`config.mk`:
```
export PLATFORM = sky130hd
export DESIGN_NAME = sprite_scroller
export DESIGN_NICKNAME = d
export VERILOG_FILES = /design/src/rtl/sprite_scroller.sv
export SDC_FILE = /design/constraint.sdc
export NUM_CORES = 1
export LEC_CHECK = 0
export BUFFER_PORTS_ARGS = -buffer_cell sky130_fd_sc_hd__buf_2
export CAP_MARGIN = 10
export CELL_PAD_IN_SITES_DETAIL_PLACEMENT = 1
export CELL_PAD_IN_SITES_GLOBAL_PLACEMENT = 1
export CORE_ASPECT_RATIO = 1.25
export CORE_MARGIN = 3
export CORE_UTILIZATION = 35
export CTS_CLUSTER_DIAMETER = 80
export CTS_CLUSTER_SIZE = 16
export DETAILED_ROUTE_END_ITERATION = 6
export PLACE_DENSITY_LB_ADDON = 0.12
export SYNTH_ARGS = -nofsm -noshare
export SYNTH_HDL_FRONTEND = slang
export SYNTH_SLANG_ARGS = --single-unit
export TNS_END_PERCENT = 50
```
`constraint.sdc`:
```
create_clock -name Clk50 -period 8.86 [get_ports Clk50]
set_input_delay 1.329 -clock Clk50 [delete_from_list [all_inputs] [get_ports Clk50]]
set_output_delay 1.329 -clock Clk50 [all_outputs]
set_load 0.01 [all_outputs]
```
`src/rtl/sprite_scroller.sv`:
```
// sprite_scroller: animates NUM_SPRITES copies of one ROM sprite scrolling right-to-left,
// respawning each copy at the right edge at a pseudo-random height. Provides hit flags for
// the draw and frame-buffer write coordinates and the sprite-ROM address for the write side.
module sprite_scroller #(
  parameter int NUM_SPRITES     = 3,
  parameter int SPRITE_W        = 92,
  parameter int SPRITE_H        = 27,
  parameter int BASE_ADDR       = 44420,
  parameter int ADDR_W          = 18,
  parameter int SCREEN_W        = 640,
  parameter int SPAWN_GAP       = 213,
  parameter int Y_MIN           = 40,
  parameter int Y_RANGE_BITS    = 6,
  parameter int FRAMES_PER_STEP = 1
) (
  input  logic              Clk50,
  input  logic              Reset,
  input  logic              frame_tick,
  input  logic              enable,
  input  logic [9:0]        WriteX,
  input  logic [9:0]        WriteY,
  input  logic [9:0]        DrawX,
  input  logic [9:0]        DrawY,
  output logic              sprite_on_dr,
  output logic              sprite_on_wr,
  output logic [ADDR_W-1:0] address,
  output logic [2:0]        hit_idx
);

  // X positions are kept wider than the screen so that the staggered start positions
  // of later sprites (well beyond the right edge) are held without wrapping.
  localparam int POS_W  = 13;
  localparam int STEP_W = (FRAMES_PER_STEP > 1) ? $clog2(FRAMES_PER_STEP) : 1;

  localparam logic signed [POS_W-1:0] LEFT_LIMIT = POS_W'(-SPRITE_W);
  localparam logic signed [POS_W-1:0] RESPAWN_X  = POS_W'(SCREEN_W);
  localparam logic signed [POS_W-1:0] WIDTH_S    = POS_W'(SPRITE_W);
  localparam logic [10:0]             HEIGHT_U   = 11'(SPRITE_H);
  localparam logic [STEP_W-1:0]       STEP_LAST  = STEP_W'(FRAMES_PER_STEP - 1);
  localparam logic [ADDR_W-1:0]       BASE_A     = ADDR_W'(BASE_ADDR);
  localparam logic [ADDR_W-1:0]       WIDTH_A    = ADDR_W'(SPRITE_W);
  localparam logic [9:0]              Y_BASE     = 10'(Y_MIN);

  logic signed [POS_W-1:0] pos_x    [NUM_SPRITES];
  logic [9:0]              pos_y    [NUM_SPRITES];
  logic [STEP_W-1:0]       step_cnt [NUM_SPRITES];
  logic [15:0]             lfsr;
  logic                    lfsr_fb;

  logic [NUM_SPRITES-1:0]  wr_hits;
  logic [NUM_SPRITES-1:0]  dr_hits;
  logic                    wr_hit;
  logic [2:0]              wr_sel;
  logic signed [POS_W-1:0] sel_x;
  logic [9:0]              sel_y;
  logic signed [POS_W-1:0] write_x_s;
  logic [9:0]              row;
  logic signed [POS_W-1:0] col;
  logic [ADDR_W-1:0]       wr_addr;

  // Box test with the coordinate zero-extended into the signed position domain, so a
  // sprite partly off the left edge is clipped rather than wrapping to the right edge.
  function automatic logic in_box(input logic signed [POS_W-1:0] px,
                                  input logic [9:0] py,
                                  input logic [9:0] x,
                                  input logic [9:0] y);
    logic signed [POS_W-1:0] sx;
    logic [10:0] y_ext;
    logic [10:0] y_top;
    logic [10:0] y_end;
    sx    = signed'({{(POS_W-10){1'b0}}, x});
    y_ext = {1'b0, y};
    y_top = {1'b0, py};
    y_end = y_top + HEIGHT_U;
    in_box = (sx >= px) && (sx < px + WIDTH_S) && (y_ext >= y_top) && (y_ext < y_end);
  endfunction

  // 16-bit Fibonacci LFSR (taps 16,14,13,11), shifting towards bit 0.
  assign lfsr_fb = lfsr[0] ^ lfsr[2] ^ lfsr[3] ^ lfsr[5];

  // Motion state: reset placement, LFSR advance on every frame, paced steps and respawn.
  always_ff @(posedge Clk50) begin
    if (Reset) begin
      lfsr <= 16'hACE1;
      for (int i = 0; i < NUM_SPRITES; i++) begin
        pos_x[i]    <= POS_W'(SCREEN_W + i * SPAWN_GAP);
        pos_y[i]    <= 10'(Y_MIN + ((16 * i) % (1 << Y_RANGE_BITS)));
        step_cnt[i] <= '0;
      end
    end else if (frame_tick) begin
      lfsr <= {lfsr_fb, lfsr[15:1]};
      if (enable) begin
        for (int i = 0; i < NUM_SPRITES; i++) begin
          if (step_cnt[i] == STEP_LAST) begin
            step_cnt[i] <= '0;
            if (pos_x[i] == LEFT_LIMIT) begin
              pos_x[i] <= RESPAWN_X;
              pos_y[i] <= Y_BASE + 10'(lfsr[i +: Y_RANGE_BITS]);
            end else begin
              pos_x[i] <= pos_x[i] - POS_W'(1);
            end
          end else begin
            step_cnt[i] <= step_cnt[i] + STEP_W'(1);
          end
        end
      end
    end
  end

  // Per-sprite hit flags for both coordinate pairs against the current positions.
  always_comb begin
    wr_hits = '0;
    dr_hits = '0;
    for (int i = 0; i < NUM_SPRITES; i++) begin
      wr_hits[i] = in_box(pos_x[i], pos_y[i], WriteX, WriteY);
      dr_hits[i] = in_box(pos_x[i], pos_y[i], DrawX, DrawY);
    end
  end

  // Priority pick for the write side: scanning downwards leaves the lowest index hit.
  always_comb begin
    wr_hit = 1'b0;
    wr_sel = '0;
    sel_x  = '0;
    sel_y  = '0;
    for (int i = NUM_SPRITES - 1; i >= 0; i--) begin
      if (wr_hits[i]) begin
        wr_hit = 1'b1;
        wr_sel = 3'(i);
        sel_x  = pos_x[i];
        sel_y  = pos_y[i];
      end
    end
  end

  assign sprite_on_dr = |dr_hits;

  // On a hit row/col are non-negative and bounded by the sprite size, so the offset
  // fits well inside the ROM address width.
  assign write_x_s = signed'({{(POS_W-10){1'b0}}, WriteX});
  assign row       = WriteY - sel_y;
  assign col       = write_x_s - sel_x;
  assign wr_addr   = BASE_A + ADDR_W'(row) * WIDTH_A + ADDR_W'(unsigned'(col));

  // Registered write-side outputs, one cycle behind the write coordinate.
  always_ff @(posedge Clk50) begin
    if (Reset) begin
      sprite_on_wr <= 1'b0;
      address      <= BASE_A;
      hit_idx      <= '0;
    end else if (wr_hit) begin
      sprite_on_wr <= 1'b1;
      address      <= wr_addr;
      hit_idx      <= wr_sel;
    end else begin
      sprite_on_wr <= 1'b0;
      address      <= BASE_A;
      hit_idx      <= '0;
    end
  end

endmodule

```
==> results of run 1 <==
[cell usage in the layout, fill, tap and decap left out, types with 8 or more instances in the layout]
cell                        synthesis  final
sky130_fd_sc_hd__o21bai_1          10      9
sky130_fd_sc_hd__buf_4              1    153
sky130_fd_sc_hd__nand4_1            9      9
sky130_fd_sc_hd__inv_1            129    123
sky130_fd_sc_hd__o211ai_1           9      9
sky130_fd_sc_hd__nor3_1            45     40
sky130_fd_sc_hd__or3_1             15     15
sky130_fd_sc_hd__xnor2_1           81     77
sky130_fd_sc_hd__ha_4               0     15
sky130_fd_sc_hd__nand2_1           84     83
sky130_fd_sc_hd__fa_1              16     15
sky130_fd_sc_hd__nand2b_1          23     23
sky130_fd_sc_hd__xor2_1            26     22
sky130_fd_sc_hd__o21a_1            25     25
sky130_fd_sc_hd__nor2b_1           17     16
sky130_fd_sc_hd__nand3_1           38     38
sky130_fd_sc_hd__mux2i_1           15     15
sky130_fd_sc_hd__o21ai_1            0      8
sky130_fd_sc_hd__a21oi_2            2     10
sky130_fd_sc_hd__a21o_1            23     23
sky130_fd_sc_hd__clkbuf_16          0      9
sky130_fd_sc_hd__edfxtp_1          63     63
sky130_fd_sc_hd__a21boi_0           8      8
sky130_fd_sc_hd__o21ai_0           84     69
sky130_fd_sc_hd__nor2_1            91     90
sky130_fd_sc_hd__buf_2              3     62
sky130_fd_sc_hd__a31oi_1           12      9
sky130_fd_sc_hd__dfxtp_1           37     37
sky130_fd_sc_hd__a21oi_1           82     74
sky130_fd_sc_hd__o22ai_1           16     16
sky130_fd_sc_hd__nor4_1            32     30
sky130_fd_sc_hd__ha_1             280    262
[Yosys cell counts (23+ instances only)]
cell type,number,share of area
sky130_fd_sc_hd__a21o_1,23,0.014
sky130_fd_sc_hd__a21oi_1,82,0.033
sky130_fd_sc_hd__clkbuf_1,28,0.0086
sky130_fd_sc_hd__dfxtp_1,37,0.060
sky130_fd_sc_hd__edfxtp_1,63,0.15
sky130_fd_sc_hd__ha_1,280,0.29
sky130_fd_sc_hd__inv_1,129,0.039
sky130_fd_sc_hd__nand2_1,84,0.026
sky130_fd_sc_hd__nand2b_1,23,0.012
sky130_fd_sc_hd__nand3_1,38,0.016
sky130_fd_sc_hd__nor2_1,91,0.028
sky130_fd_sc_hd__nor3_1,45,0.018
sky130_fd_sc_hd__nor4_1,32,0.016
sky130_fd_sc_hd__o21a_1,25,0.015
sky130_fd_sc_hd__o21ai_0,84,0.034
sky130_fd_sc_hd__xnor2_1,81,0.058
sky130_fd_sc_hd__xor2_1,26,0.019
[kinds of logic (layout without fill, tap and decap cells)]
logic type               after synthesis  in the layout
AND/OR/NAND/NOR                      385            385
AO/OA/AOI/OAI                        336            336
adder cells (fa/ha/maj)              296            296
buffers and inverters                167            371
XOR/XNOR                             107            107
flip-flops                           100            100
multiplexers                          15             15
other                                  1              4
[state kept, by name (all words and copies together) (netlist names)]
signal,flops
pos_y,21
hit_idx,2
pos_x,39
sprite_on_wr,1
step_cnt,3
lfsr,16
address,18
[layout make-up]
type	instances	area, µm²	share of cell area
sequential	100	2630	0.174
inverter	131	495	0.0328
clock inverter	7	70.1	0.00464
clock buffer	9	225	0.0149
tap	468	586	0.0388
multi-input combinational	1143	9520	0.631
timing repair buffer	224	1570	0.104
[critical path: cells and delay by family]
family                   cells  cell delay (ns)
AND/OR/NAND/NOR              8             1.87
buffers and inverters        5             0.40
XOR/XNOR                     3             0.46
adder cells (fa/ha/maj)      7             2.37
AO/OA/AOI/OAI               17             2.73
[path summary, 6_finish.rpt]
path | start | end
worst max register to register | pos_y[0][14] | address[15]
worst min register to register | lfsr[13] | lfsr[13]
worst max-delay path | WriteY[2] | address[15]
worst min-delay path | lfsr[13] | lfsr[13]
[per-stage QoR]
step                      setup TNS (ns)  cells  area [µm²]   util
after floorplan                        0   1410       12400      -
after CTS                              0   2068       14600  0.424
after global placement             -2.25   2049       14300  0.413
after detailed placement           -3.35   2049       14300  0.413
after global routing               -1.67   2082       15100  0.437
final                             -0.111   2082       15100  0.437
[power breakdown]
| group | switching [mW] | total (mW) | leakage [nW] | internal, mW |
|---|---|---|---|---|
| Combinational | 1.82 | 3.77 | 5.74 | 1.95 |
| Clock | 0.213 | 0.412 | 0.147 | 0.199 |
| Sequential | 0.0290 | 0.553 | 0.904 | 0.524 |
[layer usage]
layer | global-route usage | up-vias | routed length (µm)
met4 | 0.0871 | 0 | 1530
met3 | 0.0242 | 51 | 827
met2 | 0.399 | 133 | 21200
li1 | - | 5514 | -
met1 | 0.255 | 5375 | 17500
met5 | 0 | - | 0
[timing repair]
| item | CTS | global route |
|---|---|---|
| resized for setup | 12 | 70 |
| buffers inserted | 3 | 13 |
| pin swaps | 9 | 31 |
| setup endpoints to repair | 5 | 8 |
==> metrics.txt, run 1 <==
max-cap check violation count 0; number of cell rows 76; # diodes 0; main combinational cell family by area after synthesis adder cells; clock slew at the register clock pins of the worst setup and hold paths around 0.070 ns; violated checks negative setup slack; die height 215 µm; class of the tightest hold or removal check flop to flop; DRC Markers 0; fraction of layout cells with a size suffix above 1 0.206; worst r2r path cells around 40; final setup violation count 2; number of warning messages in the yosys log 0; initial core utilization 0.355; Synth Cell Area 0.0123 mm²; setup skew after layout ~0.014 ns; Max Root-Sink Buffers 2; maximum resistive drop on vdd 0.000430 V; ys flop type sky130_fd_sc_hd__edfxtp_1; DPL Wire Length roughly 34,000 µm; worst rel slew slack 0.392; number of vias per cell between 5 and 6; post-synthesis average cell area roughly 8.7 µm²; register area share after synthesis 0.215; root cell of the clock tree sky130_fd_sc_hd__clkbuf_16; leakage roughly 6.8 nW; post-synthesis simple-gate area fraction 0.154; Async S/R FF share, synth 0; number of nets in the layout a little under 2,000; final routed wirelength across all metal layers roughly 41,000 µm; worst slack after detailed placement -0.656 ns; number of global-route vias before repair 11,600; Worst Hold Margin ~0.48 ns; arrival time at the worst endpoint 9.22 ns; worst hold path stage count 2; final-layout fill cell count slightly above 4,000; residual overflow from global routing 0; die outline area around 0.037 mm²; Iteration-0 DRC Markers roughly 380; unrepaired setup endpoints after global routing true; worst-path maximum fanout 6; f_max 112 MHz; flops & latches, synth 100; count of pins over their slew limit 0; horizontal die dimension 173 µm; final period demand of the worst path about 9.0 ns; final weighted congestion of routability-driven global placement 0.861; via count 11,100; IO Count 67; number of search-and-repair iterations in the first detailed-routing pass 4; Critical Path Slowest Stage Cell sky130_fd_sc_hd__fa_1; final total power 4.74 mW; adder-cell area share of the yosys netlist 0.312; longest individual stage delay on the worst path roughly 0.56 ns; CP Launch Type primary input; share of the synthesized area in compound gates (AO/OA/AOI/OAI) 0.177; CTS Buf Count 9; count of input and output buffers 65; portion of the clock cycle consumed by the worst path in the final layout 1.01; element type at the critical path end flop; first-pass GRT wire length roughly 64,000 µm; final setup margin -0.0952 ns; wire per inst between 15 and 20 µm; crit path kind primary input to flop; Post-DRT Antenna Nets 0; global-route total usage across every layer 0.217; synthesized-area fraction occupied by xor and xnor cells 0.0764; Least-Margin Pin Slew ~0.91 ns; Distinct cells, synth 67; maximum number of pins on one net before global-route repair 27; status complete, but fails checks; number of levels the H-tree was split into 3; data required time of the worst path approximately 9.1 ns; CTS tree done; number of standard cells after synthesis around 1,400; Floorplan Core Area 0.0345 mm²; number of antenna violations at the first check in global routing 0; multiplexer share of the synthesized area 0.0122; clk_lat worst skew ~0.38 ns; ratio of total power to cell area approximately 310 mW/mm²; number of hold-slack violations in the final timing report 0; hold buffer count at cts 0; Most Frequent Cell on Critical Path sky130_fd_sc_hd__a21o_1; count of flip-flops with a built-in enable after synthesis between 60 and 70; sinks on the clock net 100; setup slack of the worst register-to-register path -0.01 ns; Layout Area Growth over Synthesis 23.1%
No activity file was read; power rests on OpenSTA's default activity.
==> run 2, diff against run 1 <==
--- a/config.mk
+++ b/config.mk
@@ -16,6 +16,7 @@
 export CTS_CLUSTER_SIZE = 16
 export DETAILED_ROUTE_END_ITERATION = 6
 export PLACE_DENSITY_LB_ADDON = 0.12
+export SETUP_SLACK_MARGIN = 0.02
 export SYNTH_ARGS = -nofsm -noshare
 export SYNTH_HDL_FRONTEND = slang
 export SYNTH_SLANG_ARGS = --single-unit
==> run 2 against run 1 <==
  * The run now ends clean
  * Register-to-register slack better by 0.15 ns
  * Sequential share of layout area down 0.33 points
  * Combinational power up 11%
  * Maximum frequency up 2.0%
  * Utilization up 0.84 points
  * Via count up 0.31%
  * Sequential power about the same
  * First-iteration DRC count down 2.1%
  * Flip-flop and latch count unchanged
  * Critical path type unchanged
  * Critical endpoint unchanged
  * Largest cell class unchanged
==> metrics.txt, run 2 (synthesis gave the netlist of run 1 again) <==
data required time of the worst path 9.13 ns (about the same); arrival time at the worst endpoint 9.05 ns (-0.17 ns); final weighted congestion of routability-driven global placement 0.876 (+1.7%); number of levels the H-tree was split into 3 (unchanged); number of nets in the layout 1,950 (+0.051%); Iteration-0 DRC Markers 373 (-2.1%); register ranked first by flip-flop count pos_x; destination of the critical timing path address[15]; CTS Buf Count 9 (unchanged); DPL Wire Length 34,300 µm (-0.25%); wire per inst 19.9 µm (+0.77%); Least-Margin Pin Slew 1.17 ns (+0.260 ns); Layout Area Growth over Synthesis 25.5%; Reg-to-Reg End address[15]; # diodes 0 (unchanged); total routed wire length on the met1 layer 17,500 µm (+0.23%); IO Count 67 (unchanged); leakage 6.84 nW (+0.66%); initial core utilization 0.355 (unchanged); max layer used met4; max-cap check violation count 0 (unchanged); most frequent standard cell in the layout excluding fill and tap cells sky130_fd_sc_hd__ha_1; part of the power in the clock network 0.081 (-0.006); CTS tree done; die outline area 0.0373 mm² (unchanged); Max Root-Sink Buffers 2 (unchanged); fraction of layout cells with a size suffix above 1 0.227 (+0.0215); hold buffer count at cts 0 (unchanged); final setup margin 0.0818 ns (+0.177 ns); worst slack after detailed placement -0.620 ns (+0.0369 ns); worst r2r path cells 40 (-2.4%); root cell of the clock tree sky130_fd_sc_hd__clkbuf_16; Reg area 0.00263 mm² (unchanged); element type at the critical path end flop; horizontal die dimension 173 µm (unchanged); Post-DRT Antenna Nets 0 (unchanged); amount of wire on met3 after detailed routing 985 µm (+19%); count of input and output buffers 65 (unchanged); met2 routed WL 21,400 µm (+0.87%); area used by multi-input combinational logic 0.00979 mm² (+2.8%); first-pass GRT wire length 65,100 µm (+2.0%); maximum number of pins on one net before global-route repair 27 (unchanged); worst path buffer plus inverter count 6 (+1); number of cells on the critical path 38 (-5.0%); portion of the clock cycle consumed by the worst path in the final layout 0.991 (-0.0200); final sum of negative setup slack 0 ns (+0.111 ns); setup slack of the worst register-to-register path 0.14 ns (+0.15 ns); Most Frequent Cell on Critical Path sky130_fd_sc_hd__ha_4; longest individual stage delay on the worst path 0.57 ns (about the same); DRC Markers 0 (unchanged); CP Launch Type primary input; worst reg2reg startpoint pos_y[0][14]; number of antenna violations at the first check in global routing 0 (unchanged); via count 11,100 (+0.31%); most frequent cells in the layout 256 x sky130_fd_sc_hd__ha_1, 154 x sky130_fd_sc_hd__buf_4, 120 x sky130_fd_sc_hd__inv_1; crit path kind primary input to flop; number of cell rows 76 (unchanged); number of search-and-repair iterations in the first detailed-routing pass 5 (+1); power spent charging and discharging nets 2.28 mW (+10%); worst rel slew slack 0.214 (-0.178); final cell utilization of the core 0.446 (+0.00837); unrepaired setup endpoints after global routing true; maximum resistive drop on vdd 0.000485 V (+13%); number of vias per cell 5.33 (+0.26%); f_max 114 MHz (+2.0%); worst-path maximum fanout 6 (unchanged); status finished clean; Critical Path Slowest Stage Cell sky130_fd_sc_hd__or4_4; final routed wirelength across all metal layers 41,300 µm (+0.81%); clock slew at the register clock pins of the worst setup and hold paths 0.08 ns (about the same); die height 215 µm (unchanged); internal power of the cells 2.88 mW (+7.6%); class of the tightest hold or removal check flop to flop; count of pins over their slew limit 0 (unchanged); final setup violation count 0 (-2); flip-flop count of the largest register, all copies and words added 39 (unchanged); number of hold-slack violations in the final timing report 0 (unchanged); family with the most delay on the worst path adder cells; proportion of power drawn by combinational gates 0.812 (+0.016); Floorplan Core Area 0.0345 mm² (unchanged); switching power as a share of total power 0.442 (+0.00625); final-layout fill cell count 4,054 (-1.1%); residual overflow from global routing 0 (unchanged); share of power burned in registers 0.107 (-0.010); clk_lat worst skew 0.39 ns (about the same); global-route total usage across every layer 0.220 (+0.00338); number of global-route vias before repair 11,800 (+2.0%); sinks on the clock net 100 (unchanged); final period demand of the worst path 8.78 ns (-0.177 ns); timing startpoint of the critical path WriteY[6]; setup skew after layout 0.0114 ns (-0.00221 ns); ratio of total power to cell area 335 mW/mm² (+6.8%); biggest registers after layout pos_x: 39 flops, pos_y: 21 flops, address: 18 flops
## run 2: changes by cell type in the layout (fill, tap and decap cells not counted), sizes merged
cell,delta
clkbuf,+1
## run 2: area by class of cell
type,count,area share
flip-flops and latches,100,0.171
clock inverters,7,0.00512
repair buffers,225,0.103
inverters,131,0.0322
clock buffers,9,0.0146
multi-input cells,1143,0.636
well taps,468,0.0381
## run 2: layer usage
layer  up-vias  track usage
met4         0       0.0787
li1       5504            -
met5         -            0
met2       138        0.407
met1      5406        0.260
met3        59       0.0288
## run 2: repair_timing
| item | CTS | global route |
|---|---|---|
| resized for setup | 18 | 125 |
| setup buffers | 2 | 14 |
| setup endpoints to repair | 5 | 7 |
| pin swaps | 11 | 58 |
## run 2: worst min path at each step
| stage | startpoint | to | slack [ns] | cells past startpoint |
|---|---|---|---|---|
| floorplan | lfsr[10] | lfsr[10] | 0.44 | 2 |
| global placement | lfsr[8] | lfsr[7] | 0.46 | 2 |
| detailed placement | lfsr[11] | lfsr[11] | 0.46 | 2 |
| CTS | lfsr[11] | lfsr[11] | 0.48 | 2 |
| global route | lfsr[13] | lfsr[13] | 0.51 | 2 |
| finish | lfsr[11] | lfsr[11] | 0.48 | 2 |
## run 2: worst reg2reg max path: cells and delay by family (launching register included)
kind                       cells  cell delay (ns)
xor gates and xnor gates       4             0.61
buffers and inverters          5             0.37
DFF                            1             0.48
and+or+nand+nor                7             1.78
AOI/OAI and AO/OA             15             2.55
adders and majority gates      9             2.81
## run 2: metrics by stage
| step | instance area (µm²) | total power [mW] | hold WS (ns) | cells |
|---|---|---|---|---|
| finish | 15400 | 5.16 | 0.480 | 2083 |
| CTS | 14600 | 4.56 | 0.484 | 2069 |
| detailed placement | 14300 | 3.93 | 0.464 | 2051 |
| global route | 15400 | 5.65 | 0.510 | 2083 |
| global placement | 14300 | 3.89 | 0.458 | 2051 |
| floorplan | 12400 | 2.78 | 0.441 | 1410 |
## run 2: power by group through the flow
stage               clock, mW  sequential [mW]  combinational (mW)
floorplan                   0            0.556                2.23
global placement            0            0.563                3.33
detailed placement          0            0.564                3.37
CTS                     0.427            0.554                3.58
global route            0.448            0.558                4.65
finish                  0.417            0.553                4.19
==> run 3, diff against run 2 <==
--- a/config.mk
+++ b/config.mk
@@ -5,7 +5,6 @@
 export SDC_FILE = /design/constraint.sdc
 export NUM_CORES = 1
 export LEC_CHECK = 0
-export BUFFER_PORTS_ARGS = -buffer_cell sky130_fd_sc_hd__buf_2
 export CAP_MARGIN = 10
 export CELL_PAD_IN_SITES_DETAIL_PLACEMENT = 1
 export CELL_PAD_IN_SITES_GLOBAL_PLACEMENT = 1
@@ -15,6 +14,7 @@
 export CTS_CLUSTER_DIAMETER = 80
 export CTS_CLUSTER_SIZE = 16
 export DETAILED_ROUTE_END_ITERATION = 6
+export DONT_BUFFER_PORTS = 1
 export PLACE_DENSITY_LB_ADDON = 0.12
 export SETUP_SLACK_MARGIN = 0.02
 export SYNTH_ARGS = -nofsm -noshare
==> constraint.sdc (replaced) <==
create_clock -name Clk50 -period 8.3 [get_ports Clk50]
set_input_delay 1.245 -clock Clk50 [delete_from_list [all_inputs] [get_ports Clk50]]
set_output_delay 1.245 -clock Clk50 [all_outputs]
set_load 0.005 [all_outputs]
==> run 3 against run 2 <==
  * The run now ends with negative setup slack left
  * Die area did not move
  * Wire length rose by 1.0%
  * Sequential share of layout area barely moved
==> metrics.txt, run 3 (synthesis gave the netlist of run 1 again) <==
status complete, but fails checks; worst rel slew slack 0.420 (+0.205); die outline area 0.0373 mm² (unchanged); CP Launch Type primary input; worst-path maximum fanout 5 (-1); f_max 117 MHz; ratio of total power to cell area 354 mW/mm² (+5.8%); timing startpoint of the critical path WriteY[0]; global-route total usage across every layer 0.221 (+0.000339); switching power as a share of total power 0.424 (-0.0177); number of vias per cell 5.31 (-0.42%); most frequent standard cell in the layout excluding fill and tap cells sky130_fd_sc_hd__ha_1; wire per inst 20.0 µm (+0.60%); biggest registers after layout pos_x: 39 flops, pos_y: 21 flops, address: 18 flops; DRC Markers 0 (unchanged); unrepaired setup endpoints after global routing true; cell area after placement 0.0145 mm² (+1.9%); count of pins over their slew limit 0 (unchanged); fraction of layout cells with a size suffix above 1 0.221 (-0.00619); number of global-route vias before repair 11,800 (-0.10%); final setup margin -0.211 ns (-0.293 ns); sinks on the clock net 100 (unchanged); final period demand of the worst path between 8 and 9 ns; power spent charging and discharging nets 2.32 mW (+1.8%); Least-Margin Pin Slew 0.864 ns (-0.307 ns); Floorplan Core Area 0.0345 mm² (unchanged); element type at the critical path end flop; number of antenna violations at the first check in global routing 0 (unchanged); Iteration-0 DRC Markers 377 (+1.1%); DPL Wire Length 34,600 µm (+1.1%); portion of the clock cycle consumed by the worst path in the final layout 1.03; maximum number of pins on one net before global-route repair 26 (-3.7%); longest individual stage delay on the worst path 0.55 ns (-0.02 ns); count of input and output buffers 0 (-100%); internal power of the cells 3.15 mW (+9.4%); number of nets in the layout 1,959 (+0.46%); initial core utilization 0.355 (unchanged); Placed Cells 2,060 (+0.44%); most frequent cells in the layout 258 x sky130_fd_sc_hd__ha_1, 232 x sky130_fd_sc_hd__buf_4, 120 x sky130_fd_sc_hd__inv_1; final weighted congestion of routability-driven global placement 0.829 (-5.3%); arrival time at the worst endpoint 8.76 ns (-0.29 ns); clk_lat worst skew 0.38 ns (about the same); number of hold-slack violations in the final timing report 0 (unchanged); Max Root-Sink Buffers 2 (unchanged); via count 11,100 (+0.0090%); Critical Path Slowest Stage Cell sky130_fd_sc_hd__or4_4; number of search-and-repair iterations in the first detailed-routing pass 4 (-1); IO Count 67 (unchanged); data required time of the worst path 8.55 ns (-0.58 ns); root cell of the clock tree sky130_fd_sc_hd__clkbuf_16; proportion of power drawn by combinational gates 0.815 (+0.003); Most Frequent Cell on Critical Path sky130_fd_sc_hd__a21o_1; worst reg2reg startpoint pos_x[2][2]; final routed wirelength across all metal layers 41,800 µm (+1.0%); Layout Area Growth over Synthesis 25.8%; final-layout fill cell count 4,014 (-0.99%); startpoint of the tightest hold check path lfsr[10]; leakage 6.90 nW (+0.91%); crit path kind primary input to flop; register ranked first by flip-flop count pos_x; first-pass GRT wire length 65,000 µm (-0.15%); # diodes 0 (unchanged); final setup violation count 5 (+5); part of the power in the clock network 0.078 (-0.003); post-route cell area 0.0154 mm² (+0.29%); hold buffer count at cts 0 (unchanged); die height 215 µm (unchanged); horizontal die dimension 173 µm (unchanged); setup skew after layout 0.0147 ns (+0.00330 ns); CTS tree done; number of levels the H-tree was split into 3 (unchanged); final non-filler cell total 2,092 (+0.43%); clock slew at the register clock pins of the worst setup and hold paths 0.07 ns (about the same); class of the tightest hold or removal check flop to flop; max-cap check violation count 0 (unchanged); Post-DRT Antenna Nets 0 (unchanged); violated checks negative setup slack; flip-flop count of the largest register, all copies and words added 39 (unchanged); maximum resistive drop on vdd 0.000483 V (-0.52%); CTS Buf Count 9 (unchanged); share of power burned in registers 0.107 (about the same); residual overflow from global routing 0 (unchanged); number of cell rows 76 (unchanged)
[run 3: cell type report]
type                            instances  area (µm²)  area share
Clock buffer                           13         260      0.0169
Clock inverter                          3        18.8     0.00122
Inverter                              131         499      0.0324
Multi-Input combinational cell       1143        9670       0.627
Sequential cell                       100        2630       0.171
Tap cell                              468         586      0.0379
Timing Repair Buffer                  234        1760       0.114
[run 3: path summary, 6_finish.rpt]
check,to,slack (ns),depth (start not counted)
worst max-delay path,address[15],-0.21,40
worst min-delay path,lfsr[10],0.47,2
worst min register to register,lfsr[10],0.47,2
worst max register to register,address[15],-0.16,39
[run 3: per-layer routing]
metal | part of all wire | GRT usage
met5 | 0 | 0
met4 | 0.028 | 0.0727
met3 | 0.033 | 0.0414
met2 | 0.52 | 0.414
met1 | 0.42 | 0.249
[run 3: per-stage QoR]
step | util | hold WS, ns | setup slack (ns) | power (mW) | TNS (ns)
floorplan | - | 0.441 | -0.378 | 3.04 | -0.960
CTS | 0.438 | 0.483 | -0.183 | 5.32 | -0.449
global route | 0.447 | 0.518 | -0.656 | 5.98 | -3.59
global placement | 0.421 | 0.460 | -0.697 | 4.45 | -3.61
detailed placement | 0.421 | 0.466 | -0.865 | 4.49 | -5.06
finish | 0.447 | 0.475 | -0.211 | 5.47 | -0.595
[run 3: repair_timing]
item	4_1_cts	5_1_grt
buffers inserted	8	8
gates resized for setup	48	47
pin swaps	25	36
setup endpoints to repair	8	8
cloned	0	0
[run 3: power by group through the flow]
stage	clock network, mW	logic [mW]	registers, mW
3_3_place_gp	0	3.85	0.597
2_1_floorplan	0	2.45	0.589
3_5_place_dp	0	3.89	0.598
6_report	0.427	4.46	0.587
4_1_cts	0.440	4.30	0.587
5_1_grt	0.454	4.93	0.590
[run 3: critical path, delay by kind of cell]
family	cells	cell delay, ns
AO/OA/AOI/OAI	17	2.66
adder cells (fa/ha/maj)	7	2.36
AND/OR/NAND/NOR	8	1.59
buffers and inverters	5	0.47
XOR/XNOR	3	0.47
